===== src/rtl/alu_pkg.sv =====
// Shared types and helpers for the pipelined add/subtract unit.
package alu_pkg;

  typedef enum logic [1:0] {
    ADD = 2'd0,
    SUB = 2'd1,
    ADC = 2'd2,
    SBB = 2'd3
  } addsub_op_e;

  typedef struct packed {
    logic cf;
    logic of;
    logic zf;
    logic nf;
  } flags_t;

  function automatic logic is_sub(addsub_op_e op);
    return (op == SUB) || (op == SBB);
  endfunction

  // Carry into bit 0: SBB borrow-in becomes an inverted carry-in.
  function automatic logic carry_in(addsub_op_e op, logic cf);
    case (op)
      ADD:     return 1'b0;
      SUB:     return 1'b1;
      ADC:     return cf;
      default: return ~cf;
    endcase
  endfunction

endpackage


===== src/rtl/addsub_pipe_if.sv =====
// Operand/result handshake bundle between the execute stage and the add/sub pipe.
interface addsub_pipe_if
  import alu_pkg::*;
#(
  parameter int unsigned WIDTH = 32
);
  logic             in_valid;
  logic             in_ready;
  addsub_op_e       in_op;
  logic [WIDTH-1:0] in_a;
  logic [WIDTH-1:0] in_b;
  logic             in_cf;
  logic             out_valid;
  logic             out_ready;
  logic [WIDTH-1:0] out_result;
  logic             out_cf;
  logic             out_of;
  logic             out_zf;
  logic             out_nf;

  modport master (
    output in_valid, in_op, in_a, in_b, in_cf, out_ready,
    input  in_ready, out_valid, out_result, out_cf, out_of, out_zf, out_nf
  );

  modport slave (
    input  in_valid, in_op, in_a, in_b, in_cf, out_ready,
    output in_ready, out_valid, out_result, out_cf, out_of, out_zf, out_nf
  );
endinterface


===== src/rtl/addsub_seg.sv =====
// Combinational SEG_WIDTH-bit adder slice; also exposes the carry into its MSB.
module addsub_seg #(
  parameter int unsigned SEG_WIDTH = 8
) (
  input  logic [SEG_WIDTH-1:0] a,
  input  logic [SEG_WIDTH-1:0] b,
  input  logic                 cin,
  output logic [SEG_WIDTH-1:0] sum,
  output logic                 cout,
  output logic                 c_msb_in
);
  localparam int unsigned EXT_W = SEG_WIDTH + 1;

  logic [SEG_WIDTH:0] full;

  assign full = {1'b0, a} + {1'b0, b} + EXT_W'(cin);
  assign sum  = full[SEG_WIDTH-1:0];
  assign cout = full[SEG_WIDTH];
  // Carry into the top bit recovered from its sum: s = a ^ b ^ c.
  assign c_msb_in = a[SEG_WIDTH-1] ^ b[SEG_WIDTH-1] ^ sum[SEG_WIDTH-1];
endmodule


===== src/rtl/addsub_pipe.sv =====
// Pipelined two's-complement add/subtract, one carry segment resolved per stage,
// with carry/borrow chaining, status flags and valid/ready backpressure.
module addsub_pipe
  import alu_pkg::*;
#(
  parameter int unsigned WIDTH     = 32,
  parameter int unsigned SEG_WIDTH = 8
) (
  input logic          clk,
  input logic          rst,
  addsub_pipe_if.slave bus
);
  localparam int unsigned NUM_SEG = (SEG_WIDTH == 0) ? 1 : WIDTH / SEG_WIDTH;

  if (SEG_WIDTH < 1 || (WIDTH % ((SEG_WIDTH == 0) ? 1 : SEG_WIDTH)) != 0) begin : g_bad_param
    $error("addsub_pipe: WIDTH must be a multiple of SEG_WIDTH and SEG_WIDTH >= 1");
  end

  logic             en;
  logic             out_valid;
  logic [WIDTH-1:0] b_in;
  logic             cin0;

  assign out_valid    = g_stg[NUM_SEG-1].valid_q;
  assign en           = ~out_valid | bus.out_ready;
  assign bus.in_ready = en;
  assign b_in         = is_sub(bus.in_op) ? ~bus.in_b : bus.in_b;
  assign cin0         = carry_in(bus.in_op, bus.in_cf);

  // Stage k resolves segment k; unresolved A/B' segments shrink by one per stage.
  for (genvar k = 0; k < NUM_SEG; k++) begin : g_stg
    localparam int unsigned SRC  = WIDTH - k * SEG_WIDTH;
    localparam int unsigned DONE = (k + 1) * SEG_WIDTH;

    logic [SRC-1:0]       a_src;
    logic [SRC-1:0]       b_src;
    logic [DONE-1:0]      sum_d;
    logic [DONE-1:0]      sum_q;
    logic [SEG_WIDTH-1:0] s_seg;
    logic                 cin;
    logic                 cout;
    logic                 c_msb;
    logic                 valid_d;
    logic                 valid_q;
    addsub_op_e           op_d;

    if (k == 0) begin : g_src
      assign a_src   = bus.in_a;
      assign b_src   = b_in;
      assign cin     = cin0;
      assign valid_d = bus.in_valid;
      assign op_d    = bus.in_op;
      assign sum_d   = s_seg;
    end else begin : g_src
      assign a_src   = g_stg[k-1].g_rem.a_q;
      assign b_src   = g_stg[k-1].g_rem.b_q;
      assign cin     = g_stg[k-1].g_rem.carry_q;
      assign valid_d = g_stg[k-1].valid_q;
      assign op_d    = g_stg[k-1].g_rem.op_q;
      assign sum_d   = {s_seg, g_stg[k-1].sum_q};
    end

    addsub_seg #(.SEG_WIDTH(SEG_WIDTH)) u_seg (
      .a        (a_src[SEG_WIDTH-1:0]),
      .b        (b_src[SEG_WIDTH-1:0]),
      .cin      (cin),
      .sum      (s_seg),
      .cout     (cout),
      .c_msb_in (c_msb)
    );

    always_ff @(posedge clk) begin
      if (rst) begin
        valid_q <= 1'b0;
      end else if (en) begin
        valid_q <= valid_d;
      end
    end

    // Data moves with en regardless of valid; bubbles advance unchanged.
    always_ff @(posedge clk) begin
      if (en) begin
        sum_q <= sum_d;
      end
    end

    if (k < NUM_SEG - 1) begin : g_rem
      logic [SRC-SEG_WIDTH-1:0] a_q;
      logic [SRC-SEG_WIDTH-1:0] b_q;
      logic                     carry_q;
      addsub_op_e               op_q;
      logic                     unused_c_msb;

      assign unused_c_msb = c_msb;

      always_ff @(posedge clk) begin
        if (en) begin
          a_q     <= a_src[SRC-1:SEG_WIDTH];
          b_q     <= b_src[SRC-1:SEG_WIDTH];
          carry_q <= cout;
          op_q    <= op_d;
        end
      end
    end else begin : g_last
      flags_t flags_d;
      flags_t flags_q;

      always_comb begin
        flags_d    = '0;
        flags_d.cf = cout ^ is_sub(op_d);
        flags_d.of = cout ^ c_msb;
        flags_d.zf = ~|sum_d;
        flags_d.nf = sum_d[DONE-1];
      end

      always_ff @(posedge clk) begin
        if (en) begin
          flags_q <= flags_d;
        end
      end
    end
  end

  // Outputs read zero whenever no result is presented.
  assign bus.out_valid  = out_valid;
  assign bus.out_result = out_valid ? g_stg[NUM_SEG-1].sum_q : '0;
  assign bus.out_cf     = out_valid & g_stg[NUM_SEG-1].g_last.flags_q.cf;
  assign bus.out_of     = out_valid & g_stg[NUM_SEG-1].g_last.flags_q.of;
  assign bus.out_zf     = out_valid & g_stg[NUM_SEG-1].g_last.flags_q.zf;
  assign bus.out_nf     = out_valid & g_stg[NUM_SEG-1].g_last.flags_q.nf;

endmodule


===== src/flat_wrapper.sv =====
// flat-port wrapper written by rule: the top's interface ports become plain ports
module addsub_pipe_flat import alu_pkg::*;
#(
  parameter int unsigned WIDTH     = 32,
  parameter int unsigned SEG_WIDTH = 8
)
  (clk, rst, bus_in_valid, bus_in_op, bus_in_a, bus_in_b, bus_in_cf, bus_out_ready, bus_in_ready, bus_out_valid, bus_out_result, bus_out_cf, bus_out_of, bus_out_zf, bus_out_nf);
  addsub_pipe_if #(.WIDTH(WIDTH)) bus_i ();
  input logic clk;
  input logic rst;
  input wire logic [$bits(bus_i.in_valid)-1:0] bus_in_valid;
  input wire logic [$bits(bus_i.in_op)-1:0] bus_in_op;
  input wire logic [$bits(bus_i.in_a)-1:0] bus_in_a;
  input wire logic [$bits(bus_i.in_b)-1:0] bus_in_b;
  input wire logic [$bits(bus_i.in_cf)-1:0] bus_in_cf;
  input wire logic [$bits(bus_i.out_ready)-1:0] bus_out_ready;
  output wire logic [$bits(bus_i.in_ready)-1:0] bus_in_ready;
  output wire logic [$bits(bus_i.out_valid)-1:0] bus_out_valid;
  output wire logic [$bits(bus_i.out_result)-1:0] bus_out_result;
  output wire logic [$bits(bus_i.out_cf)-1:0] bus_out_cf;
  output wire logic [$bits(bus_i.out_of)-1:0] bus_out_of;
  output wire logic [$bits(bus_i.out_zf)-1:0] bus_out_zf;
  output wire logic [$bits(bus_i.out_nf)-1:0] bus_out_nf;
  assign bus_i.in_valid = bus_in_valid;
  assign bus_i.in_op = bus_in_op;
  assign bus_i.in_a = bus_in_a;
  assign bus_i.in_b = bus_in_b;
  assign bus_i.in_cf = bus_in_cf;
  assign bus_i.out_ready = bus_out_ready;
  assign bus_in_ready = bus_i.in_ready;
  assign bus_out_valid = bus_i.out_valid;
  assign bus_out_result = bus_i.out_result;
  assign bus_out_cf = bus_i.out_cf;
  assign bus_out_of = bus_i.out_of;
  assign bus_out_zf = bus_i.out_zf;
  assign bus_out_nf = bus_i.out_nf;
  addsub_pipe #(.WIDTH(WIDTH), .SEG_WIDTH(SEG_WIDTH)) u_core (.clk(clk), .rst(rst), .bus(bus_i));
endmodule

===== config.mk =====
export PLATFORM = sky130hd
export DESIGN_NAME = addsub_pipe_flat
export DESIGN_NICKNAME = d
export VERILOG_FILES = /design/src/rtl/alu_pkg.sv /design/src/rtl/addsub_pipe_if.sv /design/src/rtl/addsub_seg.sv /design/src/rtl/addsub_pipe.sv /design/src/flat_wrapper.sv
export SDC_FILE = /design/constraint.sdc
export NUM_CORES = 1
export LEC_CHECK = 0
export CAP_MARGIN = 20
export CORE_UTILIZATION = 55
export CTS_CLUSTER_SIZE = 14
export DETAILED_ROUTE_END_ITERATION = 7
export PLACE_DENSITY = 0.85
export SETUP_SLACK_MARGIN = 0.3
export SLEW_MARGIN = 20
export SYNTH_ARGS = -nofsm -noshare
export SYNTH_HDL_FRONTEND = slang
export SYNTH_SLANG_ARGS = --single-unit

===== constraint.sdc =====
create_clock -name clk -period 12.2 [get_ports clk]
set_input_delay 1.22 -clock clk [delete_from_list [all_inputs] [get_ports clk]]
set_output_delay 1.22 -clock clk [all_outputs]
set_load 0.01 [all_outputs]

==> results.md <==
- Run status: finished clean
- Chip height: 120 microns
- Arrival time at the worst endpoint: 2830 ps
- Cells taking the most area after synthesis: edfxtp_1 73%, ha_1 4.6%, xor2_1 4.5%
- Core ar.: 13300 sq um
- Placed Area: 8900 sq um
- Inserted Clock Buffers: 17
- Routed WL: 11500 microns
- Sum of negative setup slack: 0 ps
- Starting density of the core: 0.571
- Area Growth Syn to Fin: 24.4%
- Tot Pwr: 1.61 mW
- Post-CTS Setup Inserts: 0
- TritonCTS clock tree: done
- Detailed Routing Iterations Pass 1: 5
- Largest net degree at the start of global routing: 100
- Post-Syn Nets: 563
- TritonCTS Sinks: 189
- Vias/cell: 5.11
- Die X: 120 microns
- Slew @ Worst Pin: 824 ps
- Min Tclk post-route: 4050 ps
- Family with the most delay on the worst path: buffers and inverters
- Yosys top cell area share: 0.729
- Max frequency: 247 MHz
- Initial antenna violation count: 0
- VDD IR max: 0.117 mV
- IO buf count: 108
- Ports: 109
- Latest clock arrival within the worst-skew pair: 420 ps
- CP cell instances: clkdlybuf4s50_1 > nand2b_4 > clkdlybuf4s50_1
- Maxcap violations: 0
- Worst path max stage delay: 650 ps
- Main synth FF type: edfxtp_1
- Pwr dens: 170 nW/um^2
- FF+latch count, synth: 189
- Post-synth EDFFs: 185
- Post-synth ARST share: 0
- Hold Crit Class: reg2reg
- RSZ-0062 raised after global routing: no
- P_leak: 3.66 nW
- Share of cells above drive strength 1: 0.0678
- Mean post-synth cell area: 16.7 sq um
- Max Slew Vio Count: 0
- Detailed Place HPWL: 7860 microns
- WP buf/inv: 2
- Via Count: 3912
- Most frequent cells after synthesis: 185 x edfxtp_1, 39 x xor2_1, 35 x and2_1
- Root Driver: clkbuf_16
- Grt total ovfl: 0
- Detail Route Antenna Nets: 0
- Dominant cell type by area after synthesis: edfxtp_1
- Final Hold Viols: 0
- Global-route wire length before repair: 18400 microns
- Clock Path Buffers: 2
- Fillers: 857
- Crit Path Category: in2out
- Rows: 42
- Cts hold-fix bufs: 0
- ANT cells: 0
- Vias in the first global route: 3840
- DR iter-0 viols: 234
- Layout Nets: 684
- Most frequent cell after synthesis: edfxtp_1
- Register area share after synthesis: 0.740
- Reg clk slew, reported paths: 60 ps
- Max FO, Critical Path: 41
- Final period util: 0.332
- Util after Layout: 0.710
- Final setup fails: 0
- Critical Path RT: 10980 ps
- Total GRT Usage: 0.172
- Post_cts resized: 0
- Crit. End Element: output pin
- Synthesized cell area: 7620 sq um
- Yosys Warn Count: 0
- Max H-tree Level: 4
- Die Area: 14300 sq um
- Most common cell on crit path: clkdlybuf4s50_1
- Routability congestion estimate: 0.752
- CP Launch Type: primary input
- Final instance area: 9480 sq um
- Post-route DRC violation count: 0
- Synth cell types: 42
- Worst path slowest cell: clkdlybuf4s50_1
- Post-Synthesis Cells: 456
- Routed WL per cell: 15.0 microns
- Clock Skews: 6.79 ps
- Slew headroom: 0.451
cells by family (layout without fill, tap and decap cells):
| group | count (synthesis) | count (layout) | share of synthesized area |
|---|---|---|---|
| buffers and inverters | 36 | 170 | 0.0187 |
| adders and majority gates | 36 | 36 | 0.0670 |
| and+or+nand+nor | 89 | 89 | 0.0660 |
| DFF | 189 | 189 | 0.740 |
| AOI/OAI and AO/OA | 50 | 50 | 0.0434 |
| muxes | 3 | 3 | 0.00394 |
| xor gates and xnor gates | 53 | 53 | 0.0610 |
final cells by class:
cell class / instances / area (sq um) / area share
repair buffers: 111 / 1100 / 0.116
flip-flops and latches: 189 / 5640 / 0.595
well taps: 176 / 220 / 0.0232
clock buffers: 19 / 433 / 0.0457
multi-input cells: 231 / 1850 / 0.195
clock inverters: 13 / 138 / 0.0145
inverters: 27 / 101 / 0.0107
registers in the layout, summed over array words and instances (netlist names):
name	cells
u_core.g_stg.sum_q	79
u_core.g_stg.g_rem.op_q	3
u_core.bus.out_valid	1
u_core.g_stg.g_last.flags_q	4
u_core.g_stg.valid_q	3
u_core.g_stg.g_rem.b_q	48
u_core.g_stg.g_rem.a_q	48
u_core.g_stg.g_rem.carry_q	3
layout by cell type (no fill, tap or decap), drive strengths merged, types with 3 or more instances in the layout:
| master | count |
|---|---|
| a211oi | 3 |
| a21boi | 3 |
| a21o | 6 |
| a21oi | 10 |
| and2 | 35 |
| buf | 4 |
| clkbuf | 19 |
| clkdlybuf4s50 | 107 |
| clkinv | 6 |
| dfxtp | 4 |
| edfxtp | 185 |
| fa | 8 |
| ha | 28 |
| inv | 31 |
| mux2i | 3 |
| nand2 | 4 |
| nor2 | 24 |
| nor2b | 7 |
| nor4 | 6 |
| o21a | 3 |
| o21ai | 12 |
| or2 | 3 |
| or3 | 3 |
| xnor2 | 14 |
| xor2 | 39 |
through the flow:
step | hold WS (ps) | cells | worst slack [ps]
after CTS | 416 | 766 | 8140
final | 412 | 766 | 8150
after global routing | 423 | 766 | 8070
after floorplan | 400 | 456 | 4430
after detailed placement | 405 | 734 | 8150
after global placement | 402 | 734 | 8170
layer usage:
layer / part of all wire / routed length (microns) / GRT usage / vias up
li1: - / - / - / 1909
met1: 0.44 / 5040 / 0.213 / 1850
met2: 0.49 / 5660 / 0.284 / 137
met3: 0.055 / 631 / 0.0528 / 16
met4: 0.015 / 172 / 0.0672 / 0
met5: 0 / 0 / 0 / -
worst paths after layout:
kind                                                     endpoint  slack, ps  cells after the start                     startpoint
worst max-delay path                                 bus_in_ready       8150                      3                  bus_out_ready
worst min-delay path                 u_core.g_stg[1].g_rem.b_q[0]        410                      0   u_core.g_stg[0].g_rem.b_q[8]
worst max register to register  u_core.g_stg[3].g_last.flags_q[1]       9540                      8  u_core.g_stg[2].g_rem.carry_q
worst min register to register       u_core.g_stg[1].g_rem.b_q[0]        410                      0   u_core.g_stg[0].g_rem.b_q[8]
where the power goes:
group | internal, mW | switching [mW] | leakage, nW
clock | 0.303 | 0.221 | 0.278
sequential | 0.867 | 0.0445 | 1.98
combinational | 0.0866 | 0.0851 | 1.40
total | 1.26 | 0.351 | 3.66
Note: power is estimated with default switching activity, not from simulation.
